File: src/rtl/eviction_write_buffer.sv
// Eviction write buffer between the L2 memory port and physical memory.
// Dirty-line writebacks are absorbed into a small line buffer in one cycle
// and drained to memory oldest-first in the background. L2 reads hit in the
// buffer (youngest matching entry) or are forwarded to memory.
module eviction_write_buffer #(
    parameter int DEPTH = 2
) (
    input  logic         clk,
    input  logic         rst_n,
    input  logic         l2cmem_read,
    input  logic         l2cmem_write,
    input  logic [31:0]  l2cmem_address,
    input  logic [255:0] l2cmem_wdata,
    output logic [255:0] l2cmem_rdata,
    output logic         l2cmem_resp,
    output logic         pmem_read,
    output logic         pmem_write,
    output logic [31:0]  pmem_address,
    output logic [255:0] pmem_wdata,
    input  logic [255:0] pmem_rdata,
    input  logic         pmem_resp
);

    localparam int IW = (DEPTH > 1) ? $clog2(DEPTH) : 1;

    localparam logic [1:0] IDLE     = 2'd0;
    localparam logic [1:0] READ_MEM = 2'd1;
    localparam logic [1:0] DRAIN    = 2'd2;

    logic [1:0]      state;
    logic [DEPTH-1:0] valid_q;
    logic [26:0]     tag_q  [DEPTH];
    logic [255:0]    data_q [DEPTH];
    logic [IW-1:0]   age_q  [DEPTH];
    logic [IW-1:0]   drain_idx;

    logic [26:0]     req_tag;
    logic            addr_lsb_unused;

    logic            hit;
    logic [IW-1:0]   hit_idx;
    logic [IW-1:0]   hit_age;
    logic            coal;
    logic [IW-1:0]   coal_idx;
    logic            free_any;
    logic [IW-1:0]   free_idx;
    logic            nonempty;
    logic [IW-1:0]   old_idx;
    logic [IW-1:0]   old_age;

    logic            wr_req;
    logic            rd_req;
    logic            wr_state_ok;
    logic            do_coal;
    logic            do_alloc;
    logic            do_rd_hit;
    logic            rd_miss;
    logic            start_read;
    logic            start_drain;

    assign req_tag         = l2cmem_address[31:5];
    assign addr_lsb_unused = ^l2cmem_address[4:0];

    // Buffer lookup: youngest read match, non-busy coalesce target, first free slot, oldest entry
    always_comb begin
        hit      = 1'b0;
        hit_idx  = '0;
        hit_age  = '0;
        coal     = 1'b0;
        coal_idx = '0;
        free_any = 1'b0;
        free_idx = '0;
        nonempty = 1'b0;
        old_idx  = '0;
        old_age  = '0;
        for (int unsigned i = 0; i < DEPTH; i++) begin
            if (valid_q[i]) begin
                if (!nonempty || age_q[i] > old_age) begin
                    old_idx = IW'(i);
                    old_age = age_q[i];
                end
                nonempty = 1'b1;
                if (tag_q[i] == req_tag) begin
                    if (!hit || age_q[i] < hit_age) begin
                        hit_idx = IW'(i);
                        hit_age = age_q[i];
                    end
                    hit = 1'b1;
                    if (!(state == DRAIN && drain_idx == IW'(i))) begin
                        coal     = 1'b1;
                        coal_idx = IW'(i);
                    end
                end
            end else if (!free_any) begin
                free_any = 1'b1;
                free_idx = IW'(i);
            end
        end
    end

    // Request decode; the held request is ignored during the response cycle
    always_comb begin
        wr_req      = !l2cmem_resp && l2cmem_write;
        rd_req      = !l2cmem_resp && l2cmem_read && !l2cmem_write;
        wr_state_ok = (state == IDLE) || (state == DRAIN);
        do_coal     = wr_req && wr_state_ok && coal;
        do_alloc    = wr_req && wr_state_ok && !coal && free_any;
        do_rd_hit   = rd_req && hit;
        rd_miss     = rd_req && !hit;
        start_read  = (state == IDLE) && rd_miss;
        start_drain = (state == IDLE) && !rd_miss && nonempty;
    end

    // Line tag/data storage; contents are meaningless while the entry is invalid
    always_ff @(posedge clk) begin
        if (do_coal) begin
            data_q[coal_idx] <= l2cmem_wdata;
        end else if (do_alloc) begin
            data_q[free_idx] <= l2cmem_wdata;
            tag_q[free_idx]  <= req_tag;
        end
    end

    // Entry valid/age bookkeeping: allocation ages older entries, drain completion frees
    always_ff @(posedge clk or negedge rst_n) begin
        if (!rst_n) begin
            valid_q <= '0;
            for (int unsigned i = 0; i < DEPTH; i++) begin
                age_q[i] <= '0;
            end
        end else begin
            if (do_alloc) begin
                for (int unsigned i = 0; i < DEPTH; i++) begin
                    if (valid_q[i]) begin
                        age_q[i] <= age_q[i] + 1'b1;
                    end
                end
                valid_q[free_idx] <= 1'b1;
                age_q[free_idx]   <= '0;
            end
            if (state == DRAIN && pmem_resp) begin
                valid_q[drain_idx] <= 1'b0;
            end
        end
    end

    // Control FSM plus registered L2 response and memory request outputs
    always_ff @(posedge clk or negedge rst_n) begin
        if (!rst_n) begin
            state        <= IDLE;
            drain_idx    <= '0;
            l2cmem_resp  <= 1'b0;
            l2cmem_rdata <= '0;
            pmem_read    <= 1'b0;
            pmem_write   <= 1'b0;
            pmem_address <= '0;
            pmem_wdata   <= '0;
        end else begin
            l2cmem_resp <= do_coal || do_alloc || do_rd_hit ||
                           (state == READ_MEM && pmem_resp);
            if (do_rd_hit) begin
                l2cmem_rdata <= data_q[hit_idx];
            end
            case (state)
                IDLE: begin
                    if (start_read) begin
                        state        <= READ_MEM;
                        pmem_read    <= 1'b1;
                        pmem_address <= {req_tag, 5'b0};
                    end else if (start_drain) begin
                        state        <= DRAIN;
                        pmem_write   <= 1'b1;
                        drain_idx    <= old_idx;
                        pmem_address <= {tag_q[old_idx], 5'b0};
                        // A write coalescing into the entry chosen for drain on this
                        // same edge must reach memory, so forward its data.
                        pmem_wdata   <= (do_coal && coal_idx == old_idx) ?
                                        l2cmem_wdata : data_q[old_idx];
                    end
                end
                READ_MEM: begin
                    if (pmem_resp) begin
                        state        <= IDLE;
                        pmem_read    <= 1'b0;
                        l2cmem_rdata <= pmem_rdata;
                    end
                end
                DRAIN: begin
                    if (pmem_resp) begin
                        state      <= IDLE;
                        pmem_write <= 1'b0;
                    end
                end
                default: begin
                    state <= IDLE;
                end
            endcase
        end
    end

endmodule
File: config.mk
export PLATFORM = sky130hd
export DESIGN_NAME = eviction_write_buffer
export DESIGN_NICKNAME = d
export VERILOG_FILES = /design/src/rtl/eviction_write_buffer.sv
export SDC_FILE = /design/constraint.sdc
export NUM_CORES = 2
export LEC_CHECK = 0
export ABC_AREA = 1
export CAP_MARGIN = 15
export CORE_AREA = 5 5 419 421
export CTS_BUF_LIST = sky130_fd_sc_hd__clkbuf_4 sky130_fd_sc_hd__clkbuf_8
export CTS_CLUSTER_DIAMETER = 100
export DETAILED_ROUTE_END_ITERATION = 7
export DIE_AREA = 0 0 424 426
export MAX_ROUTING_LAYER = met4
export SYNTH_ARGS = -nofsm -noshare
export SYNTH_HDL_FRONTEND = slang
export SYNTH_SLANG_ARGS = --single-unit
File: constraint.sdc
create_clock -name clk -period 15.26 [get_ports clk]
set_input_delay 3.052 -clock clk [delete_from_list [all_inputs] [get_ports clk]]
set_output_delay 3.052 -clock clk [all_outputs]
set_load 0.1 [all_outputs]
==> impl_metrics.py <==
metrics = {
    "logic_synthesis": {
        "synth_cells": 5597,
        "yosysSeqAreaShare": 0.604,
        "synth-edff-count": 566,
        "async_flop_share": 0.492,
        "synth_ff_type": "edfxtp_1",
        "syn_avg_cell_area_um2": 9.09,
        "ys_ff_latch": 1115,
        "yosysWarnings": 0,
        "ys_types": 34,
        "syn_area_mm2": 0.0509,
    },
    "placement": {
        "placed_area_mm2": 0.0632,
        "io_buffer_count": 1085,
        "place.gp.congestion": 0.909,
        "hpwl_mm": 135,
    },
    "floorplan": {
        "core_region_area_mm2": 0.171,
        "io-pin-count": 1096,
        "start_util": 0.298,
        "die_h_um": 426,
        "die-area_mm2": 0.181,
        "die_w_um": 424,
        "rows": 152,
    },
    "critical_path": {
        "r2r_setup_slack_ns": 10.22,
        "crit_path_max_fanout": 155,
        "arrival_ns": 8.16,
        "worstSetupPathType": "in2reg",
        "startpoint_type": "input port",
        "crit_required_ns": 16.12,
        "end_kind": "register",
    },
    "timing": {
        "finalCritPeriodShare": 0.479,
        "drv_slew": 57,
        "tightest_slew_ns": 1.60,
        "fmax_mhz": 137,
        "final.setup_skew_ns": 0.0446,
        "fin_crit_ns": 7.30,
        "slew_headroom": -0.0688,
        "rsz0062_at_grt": "no",
        "setup_tns_ns": 0,
        "finalSetupViolCount": 0,
        "hold_viol_final": 0,
    },
    "run_status": {
        "failed_checks": "slew limit",
        "status": "complete, but fails checks",
    },
    "global_route": {
        "globalRouteOverflowTotal": 0,
        "grt_pass1_vias": 43000,
        "track_usage": 0.229,
        "grt_pass1_wl_mm": 300,
        "grt_max_degree": 233,
        "antenna_found_initial": 60,
    },
    "route": {
        "wl_met1_mm": 82.1,
        "drc": 0,
        "vias": 45100,
        "first_pass_iters": 6,
        "top_layer_used": "met4",
        "drtIter0Drc": 4249,
        "met2WireLength_mm": 103,
        "route.met3.wl_mm": 15.6,
        "routed_wl_mm": 210,
        "drt.antenna.violating_nets": 0,
        "viasPerCell": 5.01,
        "wire_per_inst_um": 23.3,
    },
    "cts": {
        "holdBufCountCts": 0,
        "ctsLongestPathBuffers": 3,
        "cts_buffers": 198,
        "cts.sinks": 1115,
        "post_cts_resized": 0,
        "clk_pin_slew_ns": 0.06,
        "root_buffer": "clkbuf_8",
        "htreeDepth": 4,
        "clk_latency_ns": 0.98,
        "tritoncts": "yes",
        "post_cts_buffers": 0,
    },
    "layout": {
        "synthToLayoutAreaGrowth_pct": 33.0,
        "fill_cells": 16900,
        "design_area_mm2": 0.0677,
        "finalNetCount": 7086,
        "layout_commonest_cell": "nand2_1",
        "most-common-layout-cells": "nand2_1 (1438), clkdlybuf4s50_1 (1072), inv_1 (595)",
        "layout-drive-gt1-share": 0.0686,
    },
    "min_path": {
        "min_path_type": "reg2reg",
    },
    "flow_run": {
        "drv_cap": 0,
    },
}
[state kept, by name (all words and copies together) (netlist names)]
register,flops
data_q,512
l2cmem_rdata,256
pmem_wdata,256
tag_q,54
pmem_address,27
age_q,2
state,2
valid_q,2
drain_idx,1
l2cmem_resp,1
pmem_read,1
pmem_write,1
[synthesized netlist by cell type (3+ instances only)]
cell type	number	area share
nand2_1	1440	0.11
inv_1	595	0.044
a21oi_1	590	0.058
edfxtp_1	566	0.33
dfrtp_1	549	0.27
o21ai_0	454	0.045
nand3_1	322	0.032
nand4_1	263	0.032
nor2_1	227	0.017
clkbuf_1	189	0.014
buf_2	136	0.013
o211ai_1	86	0.013
o21ai_1	47	0.0046
buf_4	33	0.0049
buf_1	32	0.0024
inv_2	18	0.0013
buf_6	16	0.0035
xnor2_1	10	0.0017
ha_1	4	0.00098
nor2_2	3	0.00037
[worst paths after layout]
check / startpoint / end / cells past startpoint
worst min register to register: pmem_wdata[157]$_DFFE_PN0P_ / pmem_wdata[157]$_DFFE_PN0P_ / 2
worst max-delay path: l2cmem_address[5] / pmem_wdata[177]$_DFFE_PN0P_ / 18
worst max register to register: valid_q[0]$_DFF_PN0_ / pmem_wdata[177]$_DFFE_PN0P_ / 10
worst min-delay path: pmem_wdata[157]$_DFFE_PN0P_ / pmem_wdata[157]$_DFFE_PN0P_ / 2
min in group asynchronous: rst_n / pmem_wdata[61]$_DFFE_PN0P_ / 1
max in group asynchronous: rst_n / pmem_wdata[189]$_DFFE_PN0P_ / 3
[kinds of logic (layout without fill, tap and decap cells)]
logic type	after synthesis	count (layout)	synth area share
buffers and inverters	1020	2123	0.0834
adder cells (fa/ha/maj)	4	4	0.000983
AO/OA/AOI/OAI	1184	1184	0.121
XOR/XNOR	10	10	0.00172
other	1	61	0.0000737
flip-flops	1115	1115	0.604
AND/OR/NAND/NOR	2263	2263	0.189
[per-layer routing]
metal | up-vias | track usage
met5 | - | -
met3 | 337 | 0.0545
li1 | 20700 | -
met2 | 1899 | 0.365
met1 | 22100 | 0.271
met4 | 0 | 0.114
[through the flow]
step / setup WS [ns] / utilization / instances / hold WS (ns)
global route: 7.77 / 0.396 / 8989 / 0.492
finish: 7.96 / 0.396 / 8993 / 0.475
floorplan: 3.40 / - / 5601 / 0.474
detailed placement: 6.92 / 0.370 / 8566 / 0.464
CTS: 8.03 / 0.395 / 8937 / 0.481
global placement: 6.95 / 0.370 / 8566 / 0.462
[critical path, cell delays in order]
cell             delay, ns
clkdlybuf4s50_1       0.57
inv_2                 0.05
nand2_1               0.14
nand2_1               0.07
nor2_1                0.20
nand2_1               0.08
nor2_1                0.11
nand2_1               0.07
nor2_2                0.20
nand2_1               0.17
nand2_1               0.23
nand2_1               0.23
nand2_8               0.56
nand3_4               0.69
buf_12                0.43
nand2_1               0.30
nand3_1               0.18
nand2_1               0.13
[area by class of cell]
type                            instances  area, µm²  share of cell area
Sequential cell                      1115      30700               0.454
Clock inverter                         58        488             0.00721
Tap cell                             2233       2790              0.0413
Multi-Input combinational cell       3466      16000               0.237
Timing Repair Buffer                 1138      11300               0.168
Inverter                              614       2330              0.0344
Clock buffer                          313       3840              0.0567
Antenna cell                           56        140             0.00207
Power is not shown: default switching activity piles up to over one toggle a cycle in this logic, so the estimate is an artifact.
